$ cat config.mk
export PLATFORM = sky130hd
export DESIGN_NAME = bsg_downstream_deser_fifo
export DESIGN_NICKNAME = d
export VERILOG_FILES = /design/src/rtl/bsg_ds_pkg.sv /design/src/rtl/bsg_ds_beat_assembler.sv /design/src/rtl/bsg_downstream_deser_fifo.sv
export SDC_FILE = /design/constraint.sdc
export NUM_CORES = 1
export LEC_CHECK = 0
export BUFFER_PORTS_ARGS = -buffer_cell sky130_fd_sc_hd__buf_2
export CAP_MARGIN = 20
export CORE_MARGIN = 3
export CORE_UTILIZATION = 55
export CTS_CLUSTER_SIZE = 10
export DETAILED_ROUTE_END_ITERATION = 6
export GPL_ROUTABILITY_DRIVEN = 0
export PLACE_DENSITY = 0.73
export SLEW_MARGIN = 40
export SYNTH_ARGS = -nofsm -noshare
export SYNTH_HDL_FRONTEND = slang
export SYNTH_SLANG_ARGS = --single-unit
$ cat constraint.sdc
create_clock -name clk -period 11.8 [get_ports clk]
set_input_delay 3.54 -clock clk [delete_from_list [all_inputs] [get_ports clk]]
set_output_delay 3.54 -clock clk [all_outputs]
set_load 0.005 [all_outputs]
$ cat src/rtl/bsg_ds_pkg.sv
// Shared constants and width helpers for the downstream deserialising FIFO.
// Holds the default channel geometry and the pointer/counter/token-bit width derivations.
package bsg_ds_pkg;

    localparam int unsigned DEF_IO_W             = 8;
    localparam int unsigned DEF_BEATS            = 4;
    localparam int unsigned DEF_DEPTH            = 16;
    localparam int unsigned DEF_TOKEN_DECIMATION = 4;

    // Ceiling log2; returns 0 for inputs of 0 or 1.
    function automatic int unsigned clog2(input int unsigned v);
        int unsigned r;
        r = 0;
        for (int unsigned i = 0; i < 32; i++) begin
            if ((64'(1) << i) < 64'(v)) begin
                r = i + 1;
            end
        end
        return r;
    endfunction

    // Width of the beat counter; BEATS >= 2 keeps this at least 1.
    function automatic int unsigned beat_cnt_width(input int unsigned beats);
        return clog2(beats);
    endfunction

    // Read-pointer bit that flips once every `dec` dequeues.
    function automatic int unsigned token_bit(input int unsigned dec);
        return clog2(dec);
    endfunction

endpackage

$ cat src/rtl/bsg_ds_beat_assembler.sv
// Collects BEATS narrow IO beats into one core word, first beat in the LSBs.
// The completed word is presented combinationally in the cycle of the final beat.
module bsg_ds_beat_assembler
    import bsg_ds_pkg::*;
#(
    parameter int unsigned IO_W  = DEF_IO_W,
    parameter int unsigned BEATS = DEF_BEATS
) (
    input  logic                  clk,
    input  logic                  rst,
    input  logic                  valid,
    input  logic [IO_W-1:0]       data,
    output logic [IO_W*BEATS-1:0] word,
    output logic                  word_v
);

    localparam int unsigned CNT_W  = beat_cnt_width(BEATS);
    localparam int unsigned PART_W = (BEATS - 1) * IO_W;

    logic [CNT_W-1:0]  cnt;
    logic [PART_W-1:0] partial;
    logic              last;

    always_comb begin
        last   = (cnt == CNT_W'(BEATS - 1));
        word_v = valid & last;
        word   = {data, partial};
    end

    // The final beat is never stored; it is spliced onto the partial word directly.
    always_ff @(posedge clk) begin
        if (rst) begin
            cnt     <= '0;
            partial <= '0;
        end else if (valid) begin
            if (last) begin
                cnt <= '0;
            end else begin
                cnt <= cnt + CNT_W'(1);
            end
            for (int unsigned k = 0; k < BEATS - 1; k++) begin
                if (cnt == CNT_W'(k)) begin
                    partial[k*IO_W +: IO_W] <= data;
                end
            end
        end
    end

endmodule

$ cat src/rtl/bsg_downstream_deser_fifo.sv
// Downstream channel receiver: beat assembly, DEPTH-entry fall-through FIFO, decimated credit token.
// Define BSG_DS_OVERFLOW_CHECK_EN to add the sticky overflow_o flag for refused enqueues.
module bsg_downstream_deser_fifo
    import bsg_ds_pkg::*;
#(
    parameter int unsigned IO_W             = DEF_IO_W,
    parameter int unsigned BEATS            = DEF_BEATS,
    parameter int unsigned DEPTH            = DEF_DEPTH,
    parameter int unsigned TOKEN_DECIMATION = DEF_TOKEN_DECIMATION
) (
    input  logic                    clk,
    input  logic                    rst,
    input  logic                    io_valid_i,
    input  logic [IO_W-1:0]         io_data_i,
    output logic                    io_token_o,
    output logic                    core_v_o,
    output logic [IO_W*BEATS-1:0]   core_data_o,
    input  logic                    core_ready_i,
    output logic [clog2(DEPTH):0]   count_o
`ifdef BSG_DS_OVERFLOW_CHECK_EN
    ,
    output logic                    overflow_o
`endif
);

    localparam int unsigned ADDR_W  = clog2(DEPTH);
    localparam int unsigned PTR_W   = ADDR_W + 1;
    localparam int unsigned WORD_W  = IO_W * BEATS;
    localparam int unsigned TOK_BIT = token_bit(TOKEN_DECIMATION);

    logic [WORD_W-1:0] mem [DEPTH];
    logic [PTR_W-1:0]  wptr;
    logic [PTR_W-1:0]  rptr;
    logic [PTR_W-1:0]  rptr_next;
    logic [WORD_W-1:0] word;
    logic              word_v;
    logic              empty;
    logic              full;
    logic              deq;
    logic              enq;

    bsg_ds_beat_assembler #(
        .IO_W  (IO_W),
        .BEATS (BEATS)
    ) assembler (
        .clk    (clk),
        .rst    (rst),
        .valid  (io_valid_i),
        .data   (io_data_i),
        .word   (word),
        .word_v (word_v)
    );

    always_comb begin
        empty       = (wptr == rptr);
        full        = (wptr[ADDR_W] != rptr[ADDR_W])
                   && (wptr[ADDR_W-1:0] == rptr[ADDR_W-1:0]);
        core_v_o    = !empty;
        core_data_o = mem[rptr[ADDR_W-1:0]];
        deq         = core_v_o & core_ready_i;
        // A dequeue in the same cycle frees the slot, so a full FIFO still accepts.
        enq         = word_v & (!full | deq);
        rptr_next   = deq ? rptr + PTR_W'(1) : rptr;
        count_o     = wptr - rptr;
    end

    always_ff @(posedge clk) begin
        if (enq) begin
            mem[wptr[ADDR_W-1:0]] <= word;
        end
    end

    always_ff @(posedge clk) begin
        if (rst) begin
            wptr       <= '0;
            rptr       <= '0;
            io_token_o <= 1'b0;
        end else begin
            if (enq) begin
                wptr <= wptr + PTR_W'(1);
            end
            rptr       <= rptr_next;
            io_token_o <= rptr_next[TOK_BIT];
        end
    end

`ifdef BSG_DS_OVERFLOW_CHECK_EN
    always_ff @(posedge clk) begin
        if (rst) begin
            overflow_o <= 1'b0;
        end else if (word_v & !enq) begin
            overflow_o <= 1'b1;
        end
    end
`endif

endmodule
==> results_dict.tcl <==
set metrics [dict create \
    ys_async_sr_fraction 0 \
    layout_commonest_cell "edfxtp_1" \
    ys_warn_count 0 \
    hold_path_class "reg -> reg" \
    num_rows 70 \
    max_freq_ghz 0.151 \
    clk_pin_slew_worst_paths_ps 50 \
    slew_violations 0 \
    layout.cells.non_filler 1650 \
    setup_viol_count_final 0 \
    antenna_found_initial 1 \
    final_cell_mix "512 x edfxtp_1, 128 x mux4_2, 64 x a22oi_1, 64 x nand2_1, 61 x clkbuf_16" \
    clock-root-buffer "clkbuf_16" \
    ir_drop_uv 130 \
    ys_types 36 \
    dp.cells 1534 \
    num_vias 10100 \
    slew_headroom 0.504 \
    critPathMaxFanout 70 \
    cts_buffers 61 \
    p_leak_nw 7.48 \
    overflow 0 \
    grt_pass1_vias 10600 \
    place_hpwl_um 22200 \
    synth_edf_count 512 \
    crit_type "reg -> out" \
    cp_data_required_time_ps 8260 \
    drtPass1Iterations 5 \
    worst_ep_arrival_time_ps 3100 \
    cts_sinks 552 \
    period_share 0.563 \
    syn2layout_area_growth_pct 13.4 \
    syn_nets 1034 \
    fin_setup_tns_ps 0 \
    port_buffers 50 \
    synth.cell_area_um2 21000 \
    antenna_left 0 \
    timing.critical_path.to_type "output pin" \
    grt_max_degree 82 \
    routedWlPerCell_um 26.0 \
    drc 0 \
    rsz0062_at_grt "false" \
    cp-start-kind "flip-flop" \
    reg2reg_depth 6 \
    maxCapViolCount 0 \
    cts_tree "done" \
    drive_gt1_frac 0.258 \
    dieArea_um2 40500 \
    clk_latency_ps 580 \
    routed_via_density 6.13 \
    hold_depth 2 \
    powerDensity_nw_per_um2 163 \
    track_usage 0.215 \
    fin_nets 1119 \
    io_pins 51 \
    finalHoldViolations 0 \
    die_w_um 201 \
    fin_skew_ps 18.7 \
    whs_ps 549 \
    synth-seq-cells 552 \
    synth_ff_type "edfxtp_1" \
    fp.coreArea_um2 37000 \
    fin_crit_ps 6640 \
    clock_path_buffers 3 \
    synthCells 1008 \
    grt_pass1_wl_um 65800 \
    tightest_slew_ps 744 \
    ys_seq_area_frac 0.772 \
    cts-htree-levels 2 \
    syn_avg_cell_area_um2 20.8 \
    status "finished clean" \
    cts_resized 0 \
    cts_hold_buf 0 \
    cts_setup_buffers 0 \
    fp.dieH_um 201 \
    wirelength_um 42900 \
    drt-initial-drc-count 1099 \
    initial_core_util 0.566 \
]
cell families (layout without fill, tap and decap cells):
group	count (synthesis)	in the layout	share of synthesized area
AOI/OAI and AO/OA	103	103	0.0341
xor gates and xnor gates	11	11	0.00496
adders and majority gates	14	14	0.00872
buffers and inverters	67	204	0.0147
DFF	552	552	0.772
muxes	131	131	0.139
other	0	1	0
and+or+nand+nor	130	130	0.0267
cell type report:
| cell class | instances | area [µm²] |
|---|---|---|
| Inverter | 12 | 45.0 |
| Timing Repair Buffer | 77 | 547 |
| Sequential cell | 552 | 16200 |
| Tap cell | 504 | 631 |
| Multi-Input combinational cell | 389 | 4610 |
| Fill cell | 2365 | 13300 |
| Antenna cell | 1 | 2.50 |
| Clock buffer | 112 | 1720 |
| Clock inverter | 3 | 26.3 |
flip-flops by register name, indices dropped and copies added (netlist names), named ones only:
| signal | flops |
|---|---|
| wptr | 5 |
| rptr | 5 |
| assembler.partial | 24 |
| assembler.cnt | 2 |
| mem | 512 |
per-layer routing:
layer	GRT usage	up-vias	wire [µm]	part of all wire
li1	-	4335	-	-
met1	0.313	5274	17700	0.41
met2	0.340	425	21000	0.49
met3	0.0390	84	3140	0.073
met4	0.0685	2	1080	0.025
met5	0	-	13	0.00030
cells in the mapped netlist, drive strengths merged (2+ instances only):
cell	count	area (µm²)
mux2i	3	30.0
nor2	24	90.1
a21oi	30	150
ha	13	163
inv	12	45.0
nand4	2	12.5
xor2	4	35.0
edfxtp	512	15400
nor2b	2	12.5
a21o	2	15.0
buf	30	160
xnor2	7	68.8
a22oi	64	480
clkbuf	24	90.1
nor3	5	25.0
mux4	128	2880
dfxtp	40	801
o311ai	2	35.0
o21ai	3	18.8
nand2	64	240
nand2b	2	12.5
or3	2	13.8
nand3	25	125
and2	2	12.5
through the flow:
| stage | setup WS [ps] | total power [W] | util | cell area [µm²] |
|---|---|---|---|---|
| 3_5_place_dp | 5510 | 0.00225 | 0.594 | 22000 |
| 3_3_place_gp | 5400 | 0.00225 | 0.591 | 21900 |
| 5_1_grt | 5030 | 0.00399 | 0.641 | 23800 |
| 6_report | 5160 | 0.00387 | 0.641 | 23800 |
| 2_1_floorplan | 5030 | 0.00222 | - | 21000 |
| 4_1_cts | 5170 | 0.00389 | 0.641 | 23800 |
critical path: stages (launching register included):
cell and delay [ps]:
dfxtp_4 620, buf_12 290, buf_6 580, mux4_2 400, a22oi_1 260, nand2_1 140, buf_2 140
power by group:
part | leakage, nW | internal (W) | total, W | switching (W)
combinational | 1.56 | 0.0000223 | 0.0000560 | 0.0000337
sequential | 5.09 | 0.00214 | 0.00215 | 0.0000155
clock | 0.825 | 0.000969 | 0.00166 | 0.000693
total | 7.48 | 0.00313 | 0.00387 | 0.000743
final timing paths:
path,start,end,slack (ps)
min,wptr[4]$_SDFFE_PP0P_,wptr[4]$_SDFFE_PP0P_,550
max,flip-flop,core_data_o[2],5160
max reg2reg,wptr[2]$_SDFFE_PP0P_,mem[2][1]$_DFFE_PP_,8530
min reg2reg,wptr[4]$_SDFFE_PP0P_,wptr[4]$_SDFFE_PP0P_,550
No activity file was read; power rests on OpenSTA's default activity.
